===== src/rtl/counter_scan_ctrl.sv =====
// 16-bit up/down hex counter advanced by a programmable tick divider, with a
// four-digit multiplexed 7-segment scan (nibble, blank and active-low anodes).
module counter_scan_ctrl #(
    parameter int unsigned TICK_DIV = 100000000,
    parameter int unsigned SCAN_DIV = 100000,
    parameter int unsigned BLANK_LZ = 1
) (
    input  logic        clk,
    input  logic        rst,
    input  logic        en,
    input  logic        up,
    input  logic        load,
    input  logic [15:0] load_val,
    output logic [15:0] count,
    output logic        Rc,
    output logic [3:0]  hex,
    output logic        LE,
    output logic [3:0]  AN
);

    localparam int unsigned TW = (TICK_DIV > 1) ? $clog2(TICK_DIV) : 1;
    localparam int unsigned SW = (SCAN_DIV > 1) ? $clog2(SCAN_DIV) : 1;
    localparam logic [TW-1:0] TMAX = TW'(TICK_DIV - 1);
    localparam logic [SW-1:0] SMAX = SW'(SCAN_DIV - 1);

    localparam logic [1:0] D0 = 2'd0;
    localparam logic [1:0] D1 = 2'd1;
    localparam logic [1:0] D2 = 2'd2;
    localparam logic [1:0] D3 = 2'd3;

    logic [TW-1:0] tdiv_q, tdiv_d;
    logic [SW-1:0] sdiv_q, sdiv_d;
    logic [1:0]    idx_q, idx_d;
    logic [15:0]   count_q, count_d;
    logic          rc_q, rc_d;
    logic          tick;
    logic          scan_adv;

    assign tick     = en && (tdiv_q == TMAX);
    assign scan_adv = (sdiv_q == SMAX);

    always_comb begin
        tdiv_d  = tdiv_q;
        count_d = count_q;
        rc_d    = 1'b0;
        if (load) begin
            // Load beats a coincident tick; the divider restarts its phase.
            count_d = load_val;
            tdiv_d  = '0;
        end else if (tick) begin
            tdiv_d = '0;
            if (up) begin
                count_d = count_q + 16'd1;
                rc_d    = (count_q == 16'hFFFF);
            end else begin
                count_d = count_q - 16'd1;
                rc_d    = (count_q == 16'h0000);
            end
        end else if (en) begin
            tdiv_d = tdiv_q + TW'(1);
        end
    end

    always_comb begin
        sdiv_d = scan_adv ? '0 : sdiv_q + SW'(1);
        idx_d  = scan_adv ? idx_q + 2'd1 : idx_q;
    end

    always_ff @(posedge clk) begin
        if (rst) begin
            tdiv_q  <= '0;
            sdiv_q  <= '0;
            idx_q   <= D0;
            count_q <= 16'h0000;
            rc_q    <= 1'b0;
        end else begin
            tdiv_q  <= tdiv_d;
            sdiv_q  <= sdiv_d;
            idx_q   <= idx_d;
            count_q <= count_d;
            rc_q    <= rc_d;
        end
    end

    assign count = count_q;
    assign Rc    = rc_q;
    assign AN    = ~(4'b0001 << idx_q);

    always_comb begin
        hex = 4'h0;
        LE  = 1'b0;
        unique case (idx_q)
            D0: hex = count_q[3:0];
            D1: begin
                hex = count_q[7:4];
                LE  = (count_q[15:4] == 12'h000);
            end
            D2: begin
                hex = count_q[11:8];
                LE  = (count_q[15:8] == 8'h00);
            end
            D3: begin
                hex = count_q[15:12];
                LE  = (count_q[15:12] == 4'h0);
            end
            default: ;
        endcase
        // D0 is never blanked, so a zero count still shows a single "0".
        if (BLANK_LZ == 0) LE = 1'b0;
    end

endmodule


===== config.mk =====
export PLATFORM = sky130hd
export DESIGN_NAME = counter_scan_ctrl
export DESIGN_NICKNAME = d
export VERILOG_FILES = /design/src/rtl/counter_scan_ctrl.sv
export SDC_FILE = /design/constraint.sdc
export NUM_CORES = 1
export LEC_CHECK = 0
export BUFFER_PORTS_ARGS = -buffer_cell sky130_fd_sc_hd__buf_4
export CAP_MARGIN = 5
export CORE_UTILIZATION = 45
export DETAILED_ROUTE_END_ITERATION = 8
export RECOVER_POWER = 100
export SLEW_MARGIN = 20
export SYNTH_ARGS = -nofsm -noshare
export SYNTH_HDL_FRONTEND = slang
export SYNTH_SLANG_ARGS = --single-unit
export TNS_END_PERCENT = 10

===== constraint.sdc =====
create_clock -name clk -period 2.34 [get_ports clk]
set_input_delay 0.234 -clock clk [delete_from_list [all_inputs] [get_ports clk]]
set_output_delay 0.234 -clock clk [all_outputs]
set_load 0.02 [all_outputs]

==> impl_metrics.py, run 1 <==
metrics = {
    "status": {
        "outcome": "complete, no violations",
    },
    "pwr": {
        "irDropWorstVdd_mv": 0.290,
        "p_int_mw": 1.76,
        "power.switching_mw": 0.713,
        "power_density_nw_per_um2": 545,
        "swShare": 0.288,
        "pwr-share-seq": 0.452,
        "clkPwrFrac": 0.380,
        "leakagePower_nw": 1.82,
        "combinationalPowerShare": 0.168,
    },
    "clock_network": {
        "h-tree-depth": 3,
        "clock_sinks": 63,
        "clkLatencyLatePin_ps": 340,
        "cts_made_buffers": 9,
        "cts_max_path_buffers": 2,
        "cts_root_buffer": "clkbuf_8",
        "path_clk_slew_ps": 80,
        "cts_tree": "yes",
        "postCtsSetupBuffers": 0,
    },
    "floorplanning": {
        "die_y_um": 94.4,
        "dieWidth_um": 94.4,
        "die_area_um2": 8910,
        "core_um2": 8220,
        "initial_utilization": 0.467,
        "ios": 47,
        "num_rows": 33,
    },
    "drt": {
        "routed_via_density": 5.51,
        "drc": 0,
        "detail_route.wl_per_cell_um": 14.8,
        "num_vias": 3584,
        "ant_nets": 0,
        "wirelength_um": 9650,
        "first_pass_iters": 5,
        "drtIter0Drc": 263,
    },
    "sta": {
        "setup_violations": 0,
        "timing.final.crit_share": 0.940,
        "clock_skew_ps": 13.7,
        "max-slew-margin-rel": 0.631,
        "final.min_clock_period_ps": 2200,
        "rsz0062_at_grt": "no",
        "hold_violations": 0,
        "worst_pin_slew_ps": 553,
        "fmax_ghz": 0.455,
        "finalMaxSlewViolations": 0,
        "finalSetupTns_ps": 0,
    },
    "cells_and_area": {
        "final_area_um2": 4540,
        "drive_gt1_frac": 0.150,
        "antennaDiodeCount": 0,
        "area_growth_syn_to_layout_pct": 18.1,
        "final_cells": 650,
        "finish.utilization": 0.552,
        "fin_nets": 583,
    },
    "worst_setup_path": {
        "required_ps": 2550,
        "crit_family": "simple AND/OR/NAND/NOR gates",
        "cp_num_buf_inv": 1,
        "worstPathMaxFanout": 15,
        "crit_path_top_delay_cell": "or3_4",
        "critPathKind": "register to register",
        "cp_cell_sequence": "ha_1 -> and4_4 -> nand3_4 -> or3_4 -> buf_4 -> a21o_1 -> o21ai_0 -> o32ai_1",
        "cp_slowest_stage_delay_ps": 440,
        "worstPathArrival_ps": 2400,
        "cp-end-kind": "register",
        "startpoint_type": "register",
    },
    "synth": {
        "synthAdderAreaFrac": 0.0736,
        "ys.flop_type": "dfxtp_1",
        "seq_area_frac_synth": 0.328,
        "muxShareOfSynthArea": 0.0209,
        "synth_top_area_share": 0.328,
        "synth_top_family_by_area": "simple AND/OR/NAND/NOR gates",
        "avgSynthCellArea_um2": 8.15,
        "synth.distinct_cells": 64,
        "ys_top_cells_by_area": "dfxtp_1, nor2_1, ha_1",
        "ys.warnings.count": 0,
        "syn_nets": 514,
        "netlist.top_cell.by_area": "dfxtp_1",
        "netlist_instances": 471,
        "synth_seq_cells": 63,
        "synth_xor_xnor_area_share": 0.103,
        "synth_compound_gate_area_share": 0.154,
        "synth_edf_count": 0,
        "netlist_area_um2": 3840,
        "synthSimpleGateAreaFrac": 0.273,
        "synthArstFlopShare": 0,
    },
    "placement": {
        "hpwl_um": 7040,
        "post_dp_cell_area_um2": 4450,
        "gp_congestion": 0.881,
        "dp.cells": 634,
        "portBuffers": 46,
    },
    "job": {
        "max_cap_violations": 0,
    },
    "global_routing": {
        "grt_pass1_wl_um": 15600,
        "grt_max_degree": 27,
        "grt_overflow": 0,
        "grt_pass1_vias": 3352,
        "grtUsageTotal": 0.224,
        "antenna_found_initial": 0,
    },
    "min_path": {
        "min_path_type": "input pin to register",
    },
}
-- path summary, 6_finish.rpt --
path	from	endpoint	slack (ps)	cells past startpoint
setup / recovery	tdiv_q[1]$_SDFFE_PP0P_	count[13]$_SDFFE_PP0P_	140	8
hold / removal	load_val[6]	count[6]$_SDFFE_PP0P_	110	2
setup reg to reg	tdiv_q[1]$_SDFFE_PP0P_	count[13]$_SDFFE_PP0P_	140	8
hold reg to reg	sdiv_q[0]$_SDFF_PP0_	sdiv_q[0]$_SDFF_PP0_	470	1
-- sequential cells by signal, indices dropped and copies added (netlist names) --
name    count
idx_q       2
sdiv_q     17
Rc          1
count      16
tdiv_q     27
-- worst register-to-register path: cells and delay by family, from the launching register on --
family          cells  cell delay, ps
compound gates      3             440
fa+ha+maj           1             210
buf+inv             1             220
flops               1             380
simple gates        3             820
-- cell usage in the layout (no fill, tap or decap), drive strengths merged, types with 6 or more instances in the layout --
cell type	count
a211oi	6
a21oi	20
and3	7
and4	7
buf	51
clkbuf	34
dfxtp	63
ha	21
inv	22
mux2i	8
nand2	41
nand2b	6
nand3	28
nand4	13
nor2	71
nor3	13
nor4	9
o21ai	20
xnor2	21
xor2	24
-- cell type report --
| class | count | area (um^2) |
|---|---|---|
| tap | 105 | 131 |
| inverter | 23 | 86.3 |
| clock buffer | 10 | 128 |
| clock inverter | 6 | 61.3 |
| sequential | 63 | 1260 |
| timing repair buffer | 75 | 474 |
| multi-input combinational | 368 | 2390 |
| fill | 806 | 3680 |
-- kinds of logic (layout without fill, tap and decap cells) --
kind of cell / count (synthesis) / in the layout
multiplexers: 8 / 8
adder cells (fa/ha/maj): 22 / 22
flip-flops: 63 / 63
buffers and inverters: 40 / 114
XOR/XNOR: 45 / 45
AO/OA/AOI/OAI: 86 / 86
AND/OR/NAND/NOR: 207 / 207
-- cell usage after synthesis (4+ instances only) --
| cell type | number |
|---|---|
| o21ai_1 | 6 |
| and4_1 | 6 |
| a21oi_1 | 19 |
| o211ai_1 | 4 |
| nand4_1 | 12 |
| nor2_1 | 71 |
| dfxtp_1 | 63 |
| and3_1 | 7 |
| inv_1 | 22 |
| nand2_1 | 40 |
| a31oi_1 | 4 |
| o21ai_0 | 14 |
| mux2i_1 | 8 |
| a211oi_1 | 4 |
| or3_1 | 4 |
| nand3_1 | 26 |
| xor2_1 | 24 |
| a222oi_1 | 4 |
| nand2b_1 | 6 |
| nor4_1 | 7 |
| xnor2_1 | 21 |
| nor3_1 | 12 |
| clkbuf_1 | 8 |
| ha_1 | 21 |
| a21o_1 | 5 |
-- per-stage QoR --
stage                     worst slack [ps]  hold slack, ps  total power, mW
after floorplan                        179             372             1.40
after global placement                 121             449             1.57
after detailed placement              25.6             459             1.57
after CTS                             54.2            99.2             2.51
after global routing                  13.6            94.7             2.59
final                                  141             108             2.47
-- per-layer routing --
metal,GRT usage,up-vias,part of all wire
li1,-,1815,-
met1,0.293,1659,0.47
met3,0.0572,15,0.063
met5,0,-,0
met4,0.0731,0,0.015
met2,0.359,95,0.45
-- power groups by stage --
| stage | clock [mW] | combinational [mW] | sequential (mW) |
|---|---|---|---|
| finish | 0.938 | 0.415 | 1.12 |
| global route | 1.01 | 0.458 | 1.12 |
| CTS | 0.961 | 0.435 | 1.12 |
| detailed placement | 0 | 0.431 | 1.14 |
| global placement | 0 | 0.428 | 1.14 |
| floorplan | 0 | 0.235 | 1.17 |
-- timing repair --
action / CTS / global route
hold buffers: 0 / 0
resized for setup: 0 / 2
setup endpoints to repair: 0 / 4
Power figures use the tool's default switching activity.
==> run 2, diff against run 1 <==
clock period = 2.4 ns   (was 2.34 ns; I/O delays follow)
==> run 2 against run 1 <==
Against the previous run:
- first-iteration DRC count down 47%
- non-clock buffer count fell by 3
- global-route usage grew 0.34 points
- final area fell by 0.25%
- critical path depth down 1
- sequential share of layout area about the same
- critical path type unchanged
- largest cell class unchanged
==> impl_metrics.py, run 2 (same netlist as run 1, synthesis figures left out) <==
metrics = {
    "floorplanning": {
        "core_um2": 8220,
        "die_y_um": 94.4,
        "ios": 47,
        "initial_utilization": 0.467,
        "num_rows": 33,
        "die_area_um2": 8910,
        "dieWidth_um": 94.4,
    },
    "drt": {
        "num_vias": 3544,
        "routed_via_density": 5.49,
        "drc": 0,
        "wirelength_um": 9480,
        "ant_nets": 0,
        "first_pass_iters": 5,
        "detail_route.wl_per_cell_um": 14.7,
        "drtIter0Drc": 139,
    },
    "global_routing": {
        "grt_max_degree": 27,
        "grt_util_met1": 0.309,
        "top_usage_layer": "met2",
        "grtUsageTotal": 0.228,
        "grt_use_met3": 0.0467,
        "use_met2": 0.352,
        "grt_overflow": 0,
        "grt_pass1_vias": 3267,
        "antenna_found_initial": 0,
        "grt_pass1_wl_um": 15600,
    },
    "cells_and_area": {
        "area_growth_syn_to_layout_pct": 17.8,
        "antennaDiodeCount": 0,
        "final_cell_mix": "nor2_1, dfxtp_1, buf_4, nand2_1, clkbuf_1",
        "drive_gt1_frac": 0.137,
        "final_area_um2": 4520,
        "fillCellCount": 812,
        "regMostFlops": "tdiv_q",
        "fin_nets": 580,
        "largest_reg_flops": 27,
        "final_common_cell": "nor2_1",
        "finish.utilization": 0.551,
    },
    "sta": {
        "finalMaxSlewViolations": 0,
        "setup_violations": 0,
        "rsz0062_at_grt": "no",
        "hold_violations": 0,
        "final.min_clock_period_ps": 2230,
        "timing.hold.ws_ps": 122,
        "max-slew-margin-rel": 0.638,
        "timing.final.crit_share": 0.931,
        "clock_skew_ps": 11.4,
        "worst_pin_slew_ps": 542,
        "finalSetupTns_ps": 0,
        "fmax_ghz": 0.448,
    },
    "pwr": {
        "irDropWorstVdd_mv": 0.307,
        "clkPwrFrac": 0.382,
        "p_int_mw": 1.74,
        "combinationalPowerShare": 0.164,
        "finalPower_mw": 2.41,
        "power_density_nw_per_um2": 533,
        "pwr-share-seq": 0.454,
        "leakagePower_nw": 1.79,
        "swShare": 0.280,
        "power.switching_mw": 0.675,
    },
    "clock_network": {
        "cts_root_buffer": "clkbuf_8",
        "postCtsSetupBuffers": 0,
        "path_clk_slew_ps": 70,
        "h-tree-depth": 3,
        "cts_max_path_buffers": 2,
        "cts_hold_buf": 0,
        "clkLatencyLatePin_ps": 340,
        "cts_tree": "yes",
        "cts_made_buffers": 9,
        "clock_sinks": 63,
    },
    "worst_setup_path": {
        "critPathKind": "register to register",
        "required_ps": 2670,
        "cp-end-kind": "register",
        "worstPathMaxFanout": 5,
        "startpoint_type": "register",
        "worstPathArrival_ps": 2500,
        "rr_worst_depth": 7,
    },
    "job": {
        "max_cap_violations": 0,
    },
    "placement": {
        "gp_congestion": 0.850,
        "hpwl_um": 7170,
        "post_dp_cell_area_um2": 4440,
        "portBuffers": 46,
    },
    "min_path": {
        "min_path_type": "input pin to register",
        "whs_path_depth": 2,
    },
    "status": {
        "outcome": "complete, no violations",
    },
}
## run 2: cell count changes in the layout (fill, tap and decap cells not counted), sizes merged
cell      delta
clkinvlp     +1
clkinv       -2
buf          -7
clkbuf       +4
## run 2: worst paths after layout
check | slack (ps) | startpoint | end
max reg2reg | 170 | count[1]$_SDFFE_PP0P_ | count[9]$_SDFFE_PP0P_
min | 120 | load_val[6] | count[6]$_SDFFE_PP0P_
max | 170 | count[1]$_SDFFE_PP0P_ | count[9]$_SDFFE_PP0P_
min reg2reg | 480 | sdiv_q[0]$_SDFF_PP0_ | sdiv_q[0]$_SDFF_PP0_
## run 2: metrics by stage
stage / setup WS, ps / cells
2_1_floorplan: 233 / 471
3_3_place_gp: 141 / 631
3_5_place_dp: 56.8 / 631
4_1_cts: 157 / 646
5_1_grt: 27.6 / 646
6_report: 166 / 646
## run 2: repair_timing
item,in CTS,in global routing
endpoints found under the hold margin,0,0
setup endpoints to repair,0,2
gates resized for setup,0,2
## run 2: cell type report
type / instances / area [um^2] / share of cell area
inverter: 23 / 86.3 / 0.0191
timing repair buffer: 72 / 452 / 0.0998
multi-input combinational: 368 / 2400 / 0.530
sequential: 63 / 1260 / 0.279
clock inverter: 5 / 58.8 / 0.0130
clock buffer: 10 / 138 / 0.0304
tap: 105 / 131 / 0.0290
## run 2: critical path, stage by stage, from the launching register on
cell      delay (ps)
dfxtp_1          420
ha_1             280
a211oi_1         320
o21bai_1         150
o21a_1           270
and4_1           220
a2111o_1         340
o21ai_0          150
## run 2: power by group through the flow
stage	sequential (mW)	clock [mW]	combinational, mW
floorplan	1.14	0	0.229
global placement	1.12	0	0.414
detailed placement	1.12	0	0.415
CTS	1.09	0.949	0.417
global route	1.10	1.00	0.438
finish	1.09	0.920	0.396
## run 2: layer usage
| metal | share of wire | wire (um) | up-vias |
|---|---|---|---|
| met4 | 0.016 | 148 | 0 |
| met5 | 0 | 0 | - |
| met2 | 0.44 | 4210 | 87 |
| met3 | 0.047 | 444 | 12 |
| met1 | 0.49 | 4680 | 1639 |
| li1 | - | - | 1806 |
==> run 3, diff against run 2 <==
CORE_ASPECT_RATIO = 0.8   (was default)
==> run 3 against run 2 <==
Against the previous run:
- flip-flop and latch count did not move
- sequential share of layout area about the same
- core utilization rose by 0.93 points
- sequential power about the same
- fmax decreased by 1.3%
- clock-buffer cell count increased by 1
- power decreased by 2.8%
- global-route usage rose by 0.34 points
- worst hold slack improved by 1.1 ps
==> impl_metrics.py, run 3 (same netlist as run 1, synthesis figures left out) <==
metrics = {
    "min_path": {
        "min_path_type": "input pin to register",
    },
    "worst_setup_path": {
        "critPathKind": "register to output port",
        "r2r_setup_slack_ps": 160,
        "startpoint_type": "register",
        "worstPathArrival_ps": 2020,
        "cp-end-kind": "output port",
        "worstPathMaxFanout": 5,
        "required_ps": 2160,
    },
    "drt": {
        "drc": 0,
        "wirelength_um": 9640,
        "routed_via_density": 5.55,
        "num_vias": 3594,
        "detail_route.wl_per_cell_um": 14.9,
        "ant_nets": 0,
        "drtIter0Drc": 204,
        "first_pass_iters": 5,
    },
    "sta": {
        "worst_pin_slew_ps": 755,
        "clock_skew_ps": 2.84,
        "finalSetupTns_ps": 0,
        "timing.final.crit_share": 0.943,
        "fmax_ghz": 0.442,
        "max-slew-margin-rel": 0.496,
        "finalMaxSlewViolations": 0,
        "hold_violations": 0,
        "rsz0062_at_grt": "no",
        "final.min_clock_period_ps": 2260,
        "setup_violations": 0,
        "timing.hold.ws_ps": 123,
    },
    "cells_and_area": {
        "antennaDiodeCount": 0,
        "drive_gt1_frac": 0.132,
        "fillCellCount": 776,
        "fin_nets": 580,
        "largest_reg_flops": 27,
        "final_cell_mix": "nor2_1, dfxtp_1, buf_4, nand2_1, clkbuf_1",
        "final_area_um2": 4530,
        "final_cells": 647,
        "final_common_cell": "nor2_1",
        "area_growth_syn_to_layout_pct": 18.0,
        "finish.utilization": 0.560,
        "regMostFlops": "tdiv_q",
    },
    "clock_network": {
        "cts_max_path_buffers": 2,
        "clkLatencyLatePin_ps": 340,
        "cts_resized": 0,
        "cts_made_buffers": 9,
        "path_clk_slew_ps": 60,
        "cts_root_buffer": "clkbuf_8",
        "postCtsSetupBuffers": 0,
        "h-tree-depth": 3,
        "cts_tree": "yes",
        "clock_sinks": 63,
        "cts_hold_buf": 0,
    },
    "pwr": {
        "power.switching_mw": 0.641,
        "pwr-share-seq": 0.467,
        "power_density_nw_per_um2": 517,
        "irDropWorstVdd_mv": 0.412,
        "leakagePower_nw": 1.79,
        "clkPwrFrac": 0.359,
        "combinationalPowerShare": 0.174,
        "swShare": 0.274,
        "p_int_mw": 1.70,
    },
    "global_routing": {
        "grt_max_degree": 22,
        "grt_overflow": 0,
        "antenna_found_initial": 0,
        "grt_pass1_vias": 3376,
        "grt_pass1_wl_um": 16200,
        "grtUsageTotal": 0.231,
    },
    "placement": {
        "portBuffers": 46,
        "hpwl_um": 7260,
        "dp.cells": 634,
        "gp_congestion": 0.897,
        "post_dp_cell_area_um2": 4460,
    },
    "status": {
        "outcome": "complete, no violations",
    },
    "floorplanning": {
        "ios": 47,
        "die_area_um2": 8910,
        "die_y_um": 84.6,
        "core_um2": 8090,
        "num_rows": 29,
        "initial_utilization": 0.475,
        "dieWidth_um": 105,
    },
    "job": {
        "max_cap_violations": 0,
    },
}
==> run 3: area by class of cell <==
cell class                 instances  area (um^2)  share of cell area
tap                              108          135              0.0298
timing repair buffer              72          482               0.106
clock inverter                     2         35.0             0.00773
clock buffer                      11          131              0.0290
inverter                          23         86.3              0.0191
multi-input combinational        368         2400               0.530
sequential                        63         1260               0.278
==> run 3: routing by layer <==
| layer | vias to the layer above | wire length, um | GRT usage |
|---|---|---|---|
| met3 | 13 | 599 | 0.0613 |
| met1 | 1652 | 4870 | 0.320 |
| met2 | 116 | 4020 | 0.347 |
| li1 | 1813 | - | - |
| met4 | 0 | 143 | 0.0781 |
| met5 | - | 0 | 0 |
==> run 3: power groups by stage <==
stage | Sequential, mW | Combinational, mW | Clock (mW)
global route | 1.10 | 0.454 | 0.911
CTS | 1.09 | 0.422 | 0.875
floorplan | 1.14 | 0.229 | 0
detailed placement | 1.12 | 0.420 | 0
global placement | 1.12 | 0.417 | 0
finish | 1.09 | 0.408 | 0.842
==> run 3: path summary, 6_finish.rpt <==
path,depth (start not counted),end,start
max,7,LE,count[7]$_SDFFE_PP0P_
min,2,count[6]$_SDFFE_PP0P_,load_val[6]
max reg2reg,8,tdiv_q[4]$_SDFFE_PP0P_,tdiv_q[0]$_SDFFE_PP0P_
min reg2reg,1,sdiv_q[0]$_SDFF_PP0_,sdiv_q[0]$_SDFF_PP0_
==> run 3: per-stage QoR <==
step / worst slack, ps / total power, mW
4_1_cts: 162 / 2.39
5_1_grt: 5.17 / 2.46
3_5_place_dp: 56.7 / 1.54
3_3_place_gp: 130 / 1.53
6_report: 136 / 2.34
2_1_floorplan: 233 / 1.37
==> run 3: worst max-delay path, cell delays in order, from the launching register on <==
cell and delay [ps]:
dfxtp_1 320, clkbuf_1 170, nor4_1 560, nand2_1 110
nand2_1 90, a21oi_1 60, nor3_1 180, clkbuf_2 190
